**src/rtl/viterbi_controller.sv**
```systemverilog
// Viterbi POS-tagging sequencer.
// Moore FSM driving datapath enables, selects and write strobes.
module viterbi_controller #(
  parameter int size_state = 4,
  parameter int size_key   = 4,
  parameter int num_pos    = 8
) (
  input  logic                  clk,
  input  logic                  reset,
  input  logic                  start,
  input  logic                  error,
  input  logic [size_state-1:0] i,
  input  logic                  multiple_source,
  input  logic                  endline,
  input  logic [size_key-1:0]   key,
  input  logic                  stack_empty,
  output logic [size_state-1:0] state,
  output logic                  increment_enable_Words_control,
  output logic                  increment_enable_Transition_control,
  output logic                  increment_enable_Emission_control,
  output logic                  S_key_1,
  output logic                  S_key_0,
  output logic                  RW_Key_reg,
  output logic                  decrement_enable,
  output logic                  S_POS_HMM_2,
  output logic                  S_POS_HMM_1,
  output logic                  S_POS_HMM_0,
  output logic                  S_posibility_1,
  output logic                  S_posibility_0,
  output logic                  RW_HMM_matrix,
  output logic                  change_enable,
  output logic                  choose_output,
  output logic                  RW_Pre_addr_encode,
  output logic                  RW_Pre_Posibility,
  output logic                  RW_Max_posibility,
  output logic                  RW_Stack_POS,
  output logic                  reset_Stack_POS
);

  typedef enum logic [3:0] {
    IDLE  = 4'd0,
    FETCH = 4'd1,
    CHECK = 4'd2,
    INIT  = 4'd3,
    TRANS = 4'd4,
    CMP   = 4'd5,
    TIE   = 4'd6,
    EMIT  = 4'd7,
    NEXTW = 4'd8,
    BSEL  = 4'd9,
    POP   = 4'd10,
    DONE  = 4'd11,
    ERR   = 4'd12
  } st_t;

  localparam logic [size_state-1:0] LAST =
    size_state'(num_pos - 1);

  st_t st_q, st_d;
  logic last_pos;

  assign last_pos = (i == LAST);
  assign state    = size_state'(st_q);

  // State register, cleared asynchronously to IDLE.
  always_ff @(posedge clk or negedge reset) begin
    if (!reset) st_q <= IDLE;
    else        st_q <= st_d;
  end

  // Next-state: error aborts any active state.
  always_comb begin
    st_d = IDLE;
    unique case (st_q)
      IDLE:  st_d = start ? FETCH : IDLE;
      FETCH: st_d = endline ? BSEL : CHECK;
      CHECK: st_d = (key == '0) ? INIT : TRANS;
      INIT:  st_d = last_pos ? NEXTW : INIT;
      TRANS: st_d = CMP;
      CMP: begin
        if (multiple_source) st_d = TIE;
        else if (last_pos)   st_d = EMIT;
        else                 st_d = TRANS;
      end
      TIE:   st_d = last_pos ? EMIT : TRANS;
      EMIT:  st_d = NEXTW;
      NEXTW: st_d = FETCH;
      BSEL:  st_d = POP;
      POP:   st_d = stack_empty ? DONE : POP;
      DONE:  st_d = start ? DONE : IDLE;
      ERR:   st_d = start ? ERR : IDLE;
      default: st_d = IDLE;
    endcase
    if (error && st_q inside {[FETCH:POP]}) st_d = ERR;
  end

  // Moore output decode; unknown codes look like IDLE.
  always_comb begin
    increment_enable_Words_control      = 1'b0;
    increment_enable_Transition_control = 1'b0;
    increment_enable_Emission_control   = 1'b0;
    S_key_1            = 1'b0;
    S_key_0            = 1'b0;
    RW_Key_reg         = 1'b0;
    decrement_enable   = 1'b0;
    S_POS_HMM_2        = 1'b0;
    S_POS_HMM_1        = 1'b0;
    S_POS_HMM_0        = 1'b0;
    S_posibility_1     = 1'b0;
    S_posibility_0     = 1'b0;
    RW_HMM_matrix      = 1'b0;
    change_enable      = 1'b0;
    choose_output      = 1'b0;
    RW_Pre_addr_encode = 1'b0;
    RW_Pre_Posibility  = 1'b0;
    RW_Max_posibility  = 1'b0;
    RW_Stack_POS       = 1'b0;
    reset_Stack_POS    = 1'b0;
    unique case (st_q)
      FETCH: begin
        increment_enable_Words_control = 1'b1;
        RW_Key_reg = 1'b1;
      end
      CHECK: S_key_0 = 1'b1;
      INIT: begin
        S_POS_HMM_0 = 1'b1;
        increment_enable_Emission_control = 1'b1;
        RW_Pre_Posibility = 1'b1;
      end
      TRANS: begin
        S_POS_HMM_1    = 1'b1;
        S_posibility_0 = 1'b1;
        increment_enable_Transition_control = 1'b1;
      end
      CMP: begin
        S_posibility_1     = 1'b1;
        RW_Max_posibility  = 1'b1;
        RW_Pre_addr_encode = 1'b1;
      end
      TIE: change_enable = 1'b1;
      EMIT: begin
        S_POS_HMM_2       = 1'b1;
        S_posibility_1    = 1'b1;
        S_posibility_0    = 1'b1;
        increment_enable_Emission_control = 1'b1;
        RW_Pre_Posibility = 1'b1;
        RW_HMM_matrix     = 1'b1;
        RW_Stack_POS      = 1'b1;
      end
      NEXTW: begin
        S_key_1    = 1'b1;
        RW_Key_reg = 1'b1;
      end
      BSEL: choose_output = 1'b1;
      POP: begin
        choose_output    = 1'b1;
        decrement_enable = 1'b1;
      end
      DONE: ;
      default: reset_Stack_POS = 1'b1;
    endcase
  end

endmodule

```
**config.mk**
```make
export PLATFORM = sky130hd
export DESIGN_NAME = viterbi_controller
export DESIGN_NICKNAME = d
export VERILOG_FILES = /design/src/rtl/viterbi_controller.sv
export SDC_FILE = /design/constraint.sdc
export NUM_CORES = 1
export LEC_CHECK = 0
export ABC_AREA = 1
export CAP_MARGIN = 40
export CORE_AREA = 2 2 44 46
export CTS_CLUSTER_SIZE = 24
export DETAILED_ROUTE_END_ITERATION = 10
export DIE_AREA = 0 0 46 48
export PLACE_DENSITY = 0.79
export SKIP_LAST_GASP = 1
export SLEW_MARGIN = 40
export SYNTH_ARGS = -nofsm -noshare
export SYNTH_HDL_FRONTEND = slang
export SYNTH_SLANG_ARGS = --single-unit
export TNS_END_PERCENT = 30
```
**constraint.sdc**
```tcl
create_clock -name clk -period 1.6 [get_ports clk]
set_clock_uncertainty 0.15 [all_clocks]
set_input_delay 0.48 -clock clk [delete_from_list [all_inputs] [get_ports clk]]
set_output_delay 0.48 -clock clk [all_outputs]
set_load 0.01 [all_outputs]
```
# ---- Yosys cells after proc, flatten, opt, wreduce, memory -nomap -nowiden
# Cells that the tools add are included.
dict set report word_totals {
  register_bits 4
  latch_bits 0
  ramBits 0
  rom_bits 0
  in_bits 15
  out_inout_bits 24
  word_cells 52
  memories 0
}
dict set report classes {
  n_addsub 0
  mul 0
  div 0
  magnitude_cmp 2
  n_eq_ne 13
  n_shift 0
  mux 26
  bitwise 0
  reduce_logical 10
}
# cell count
set op_table {}
lappend op_table {{$pmux 4 s13} 1}
lappend op_table {{$eq 4x3->1 const B} 5}
lappend op_table {{$eq 4x4->1 const B} 5}
lappend op_table {{$mux 4} 5}
lappend op_table {{$mux 1} 17}
lappend op_table {{$reduce_or 11->1} 1}
lappend op_table {{$reduce_or 2->1} 5}
lappend op_table {{$eq 4x2->1 const B} 2}
lappend op_table {{$logic_not 4->1} 2}
lappend op_table {{$eq 4x1->1 const B} 1}
lappend op_table {{$ge 4x1->1 const B} 1}
lappend op_table {{$le 4x4->1 const B} 1}
lappend op_table {{$mux 2} 2}
lappend op_table {{$mux 3} 1}
lappend op_table {{$logic_and 1x1->1} 2}

# ---- Depth between registers and ports, before layout
# Gate-level depths: netlist (run 1).
dict set report logic_depth {
  word_depth 5
  ltp_mapped 9
  depth_no_buf 9
}

# ---- Worst setup path after synthesis (run 1)
# Ideal clock, no wire load.
dict set report synth_timing {
  path_kind {flip-flop to output port}
  from {register st_q[3], in the netlist state[3]}
  to {output port RW_Stack_POS}
  t_arrival_ns 1.135
  required_ns 0.970
  path_slack_ns -0.165
  path_stages_with_launch 5
  path_buffers 1
  path_cell_list {dfrtp_1 inv_2 nand2_4 nor2_1 buf_4}
}
dict set report synth_between {
  elab_chain_cells 2
}
# element line
set synth_lines {}
lappend synth_lines {{start: declaration} 59} ;# st_t st_q, st_d;
lappend synth_lines {{start signal: assignment} 68} ;# else st_q <= st_d;
lappend synth_lines {{$eq 4x3->1} n/a}
lappend synth_lines {{$mux 1} n/a}
lappend synth_lines {{end: declaration} 36} ;# output logic RW_Stack_POS,
# No other way between the ends.

# ---- Worst setup path in the final report (run 1)
dict set report layout_timing {
  from {register st_q[2], in the netlist state[2]}
  to {output port decrement_enable}
}
dict set report layout_between {
  elab_chain_cells 2
}
# element line
set layout_lines {}
lappend layout_lines {{$eq 4x4->1} 119} ;# unique case (st_q)
lappend layout_lines {{$mux 1} 119}
lappend layout_lines {{end: declaration} 24} ;# output logic decrement_enable,
# No other way between the ends.

==> results of run 1 <==
-- layout make-up --
class	instances	area, um2
sequential	4	105
tap	17	21.3
fill	113	315
timing repair buffer	80	669
clock buffer	3	22.5
multi-input combinational	72	478
inverter	18	77.6
-- per-layer routing --
| metal | vias up | track usage, % | part of all wire, % |
|---|---|---|---|
| met1 | 454 | 27.7 | 39 |
| met2 | 77 | 44.2 | 49 |
| li1 | 457 | - | - |
| met5 | - | 0 | 0 |
| met4 | 0 | 8.57 | 3.4 |
| met3 | 14 | 2.64 | 8.8 |
-- power breakdown --
| group | total (mW) | internal [mW] | switching, mW |
|---|---|---|---|
| sequential | 0.280 | 0.163 | 0.117 |
| combinational | 2.28 | 1.13 | 1.15 |
| clock | 0.138 | 0.0847 | 0.0533 |
-- cells in the mapped netlist --
library cell / instances / share of area [%]
nand3_1: 6 / 5.6
nor3_1: 2 / 1.9
inv_1: 16 / 11
o21ai_1: 2 / 1.9
dfrtp_1: 4 / 19
and2_1: 1 / 1.2
o21a_1: 1 / 1.4
nand2_2: 2 / 2.3
nand4_1: 2 / 2.3
buf_4: 5 / 7.0
nor2_4: 2 / 4.2
nand2_1: 27 / 19
o21ai_0: 3 / 2.8
nor2_1: 19 / 13
nand2_4: 1 / 2.1
nor2_2: 3 / 3.5
inv_2: 2 / 1.4
a21oi_1: 1 / 0.93
-- worst max-delay path: stages, from the launching register on --
cell and delay [ps]:
dfrtp_2 490, buf_12 170, buf_4 130, nor3_2 190
buf_2 170
-- cells by family (layout without fill, tap and decap cells) --
family | count (synthesis) | in the layout | share of synthesized area (%)
compound gates | 7 | 7 | 6.96
buf+inv | 23 | 101 | 19.5
flops | 4 | 4 | 18.6
simple gates | 65 | 65 | 55.0
-- timing repair --
action,4_1_cts,5_1_grt
pin swaps,7,11
buffers inserted,20,6
endpoints found under the setup margin,24,28
gates resized for setup,115,23
-- stage by stage --
stage	power (mW)	cells	setup TNS [ps]	setup WS, ps
after floorplan	0.879	99	-219	-62.1
after global placement	1.62	168	-8530	-457
after detailed placement	1.64	168	-9250	-523
after CTS	2.25	191	-5670	-272
after global routing	2.79	194	-8110	-444
final	2.70	194	-7530	-429
-- path summary, 6_finish.rpt --
kind | startpoint | endpoint | slack [ps] | depth (start not counted)
hold / removal | reset | state[3] | 280 | 1
min in group clk | key[3] | state[2] | 840 | 5
setup / recovery | state[2] | decrement_enable | -430 | 4
max in group asynchronous | reset | state[0] | 830 | 1
hold reg to reg | state[1] | state[3] | 850 | 5
setup reg to reg | state[0] | state[0] | -190 | 12
==> run_results.csv, run 1 <==
group,metric,value,unit
clock_network,clkTransAtPathRegs,50,ps
worst_setup_path,worstPathMaxFanout,5,
sta,period_share,127,%
placement,port-buffer-count,38,
die,die_w,46,um
clock_network,numCtsBuffers,3,
worst_setup_path,worst-setup-path-type,"flip-flop to output pin",
routing,drt_pre_antenna_iters,4,
clock_network,clk_latency,250,ps
sta,worstMarginPinSlew,238,ps
final_layout,final_common_cell,"buf_4",
clock_network,cts_tree,"built",
routing,drt_iter0_drc,49,
sta,slew_headroom,84.1,%
sta,fin_crit,2030,ps
routing,ant_nets,0,
sta,layout_setup_ws,-429,ps
final_layout,diodes,0,
routing,via_per_inst,5.16,
final_layout,mostFrequentLayoutCells,"35 x buf_4, 19 x nand2_1, 14 x clkdlybuf4s50_1, 13 x inv_1, 13 x buf_2",
synth,synth_nets,114,
final_layout,largest_register_ffs,4,
die,rows,15,
flow_run,maxCapViolations,0,
final_layout,drive_gt1_share,58.2,%
clock_network,clock_path_buffers,2,
grt,grt_usage,23.7,%
final_layout,area_growth_syn_to_layout,155,%
sta,finalSetupViolCount,28,
synth,avgSynthCellArea,5.45,um2
clock_network,cts_sinks,4,
final_layout,fin_nets,194,
synth,postSynthCellCount,99,
die,pin_count,39,
placement,place_area,0.00105,mm2
sta,max_freq,0.493,GHz
grt,grt-ovfl-total,0,
routing,num_vias,1002,
synth,synth_area,539,um2
synth,ys_seq_area_share,18.6,%
grt,grt_pass1_wl,3660,um
routing,remaining_drc_errors,0,
die,design.core.area,0.00169,mm2
sta,rsz0062_at_grt,"true",
worst_setup_path,worstPathArrival,1400,ps
routing,routed_wl,3130,um
final_layout,design_area,0.00137,mm2
outcome,status,"finished with violations",
final_layout,final_util,81.3,%
synth,ys.warnings.count,0,
outcome,violations,"negative setup slack",
grt,grt_max_degree,7,
hold_path,min_path_type,"input port to asynchronous set/reset pin",
sta,fin_hold_ws,280,ps
clock_network,cts_hold_buf,0,
placement,gp_congestion,0.965,
pwr,peakVddDrop,0.00141,V
clock_network,htreeDepth,1,
synth,ys_seq_elements,4,
die,die-area,0.00221,mm2
pwr,power_leakage,0.751,nW
die,start_util,31.9,%
synth,netlist-cell-type-count,18,
sta,hold_viol_final,0,
routing,wire_per_inst,16.1,um
clock_network,clockRootBuffer,"clkbuf_4",
grt,grt_pass1_vias,835,
sta,drv_slew,0,
die,die_y,48,um
worst_setup_path,end_kind,"output pin",
grt,antenna_found_initial,0,
pwr,p_per_area,1970,mW/mm2
worst_setup_path,required,970,ps
worst_setup_path,worstSetupStartpointType,"flip-flop",
placement,dp_hpwl,1520,um
(Power assumes the default switching activity.)
==> run 2, diff against run 1 <==
GPL_TIMING_DRIVEN = 0   (was not set)
==> run 2 against run 1 <==
Net effect: the run still ends with negative setup slack left; clock power fell by 10%; global-route usage fell by 2.3 points; final cell count fell by 5.2%; sequential power rose by 14%; non-clock buffer count fell by 10.
==> run_results.csv, run 2 (synthesized netlist as in run 1, its figures left out) <==
group,metric,value,unit
placement,gp_congestion,0.856,
worst_setup_path,worst-setup-path-type,"flip-flop to output pin",
sta,period_share,121,%
clock_network,clkTransAtPathRegs,40,ps
worst_setup_path,rr_worst_depth,9,
final_layout,drive_gt1_share,52.7,%
die,die-area,0.00221,mm2
clock_network,clk_latency,230,ps
final_layout,final_common_cell,"buf_4",
flow_run,maxCapViolations,0,
final_layout,area_growth_syn_to_layout,138,%
worst_setup_path,timing.rr.start,"state[3]",
final_layout,mostFrequentLayoutCells,"26 x buf_4, 20 x nand2_1, 15 x clkdlybuf4s50_1, 14 x buf_6",
sta,worstMarginPinSlew,272,ps
sta,finalSetupViolCount,28,
outcome,status,"finished with violations",
sta,slew_headroom,81.9,%
pwr,p_clk_share,5.2,%
outcome,violations,"negative setup slack",
die,rows,15,
worst_setup_path,cp-endpoint,"S_posibility_1",
pwr,p_comb_share,81.6,%
clock_network,cts_sinks,4,
grt,antenna_found_initial,0,
sta,max_freq,0.517,GHz
grt,grt_pass1_vias,763,
clock_network,clockRootBuffer,"clkbuf_4",
sta,layout_setup_ws,-335,ps
pwr,internal_power,1.23,mW
worst_setup_path,r2r-end,"state[1]",
worst_setup_path,end_kind,"output pin",
pwr,seq_power_share,13.2,%
worst_setup_path,startpoint,"state[3]",
grt,grt_pass1_wl,3370,um
worst_setup_path,required,970,ps
sta,fin_hold_ws,304,ps
sta,fin_crit,1940,ps
routing,drt_iter0_drc,12,
worst_setup_path,worstPathMaxFanout,5,
worst_setup_path,worstSetupStartpointType,"flip-flop",
routing,remaining_drc_errors,0,
die,die_y,48,um
routing,wire_per_inst,13.5,um
routing,ant_nets,0,
clock_network,clock_path_buffers,2,
routing,via_per_inst,4.87,
hold_path,min_path_type,"input port to asynchronous set/reset pin",
pwr,power_leakage,0.702,nW
final_layout,fin_nets,184,
clock_network,htreeDepth,1,
grt,grt_max_degree,8,
worst_setup_path,reg2reg_slack,-100,ps
placement,port-buffer-count,38,
worst_setup_path,worstPathArrival,1310,ps
routing,num_vias,896,
pwr,peakVddDrop,0.000964,V
clock_network,cts_tree,"built",
sta,drv_slew,0,
routing,drt_pre_antenna_iters,4,
sta,rsz0062_at_grt,"true",
final_layout,largest_register_ffs,4,
clock_network,cts_hold_buf,0,
sta,hold_viol_final,0,
pwr,p_sw_share,48.7,%
sta,finalSetupTns,-6480,ps
pwr,p_per_area,1870,mW/mm2
die,design.core.area,0.00169,mm2
routing,routed_wl,2490,um
grt,grt_usage,21.4,%
pwr,switchingPower,1.17,mW
final_layout,diodes,0,
die,die_w,46,um
placement,dp_hpwl,1350,um
die,start_util,31.9,%
clock_network,numCtsBuffers,3,
die,pin_count,39,
grt,grt-ovfl-total,0,
==> run 2: area by class of cell <==
type	count	area (um2)
plain buffers	5	48.8
clock buffers	3	22.5
fillers	129	404
inverters	18	75.1
multi-input cells	72	458
flip-flops and latches	4	105
well taps	17	21.3
repair buffers	65	554
==> run 2: metal layers <==
metal / GRT usage (%) / share of wire [%] / vias to the layer above
met4: 5.14 / 1.4 / 0
met3: 2.26 / 6.4 / 6
met1: 25.4 / 40 / 407
met2: 40.8 / 52 / 50
li1: - / - / 433
met5: 0 / 0 / -
==> run 2: metrics by stage <==
step | setup WS (ps) | cells | total power, mW | cell area, um2 | utilization (%)
after global routing | -376 | 184 | 2.54 | 1280 | 76.1
final | -335 | 184 | 2.40 | 1280 | 76.1
after detailed placement | -578 | 154 | 1.42 | 946 | 56.0
after floorplan | -62.1 | 99 | 0.879 | 544 | -
after global placement | -578 | 154 | 1.41 | 946 | 56.0
after CTS | -284 | 177 | 2.01 | 1170 | 69.6
==> run 2: what timing repair did <==
| action | CTS | global route |
|---|---|---|
| pin swaps | 11 | 10 |
| setup endpoints to repair | 25 | 28 |
| resized for setup | 111 | 21 |
| endpoints found under the hold margin | 0 | 0 |
| buffers inserted | 20 | 7 |
==> run 2: power by group through the flow <==
stage / sequential, mW / clock, mW / combinational (mW)
finish: 0.318 / 0.124 / 1.96
global placement: 0.255 / 0 / 1.16
floorplan: 0.262 / 0 / 0.617
global route: 0.325 / 0.137 / 2.07
CTS: 0.293 / 0.120 / 1.59
detailed placement: 0.254 / 0 / 1.17
==> run 2: worst min path at each step <==
stage                          end  slack, ps  cells past startpoint
after floorplan           state[0]         30                      0
after global placement    state[3]        540                      1
after detailed placement  state[0]        540                      1
after CTS                 state[0]        300                      1
after global routing      state[0]        310                      1
final                     state[0]        300                      1
==> run 2: worst max-delay path, stage by stage, from the launching register on <==
cell	delay [ps]
dfrtp_2	450
clkinv_4	120
nand2_8	80
nor2_1	120
dlygate4sd2_1	290
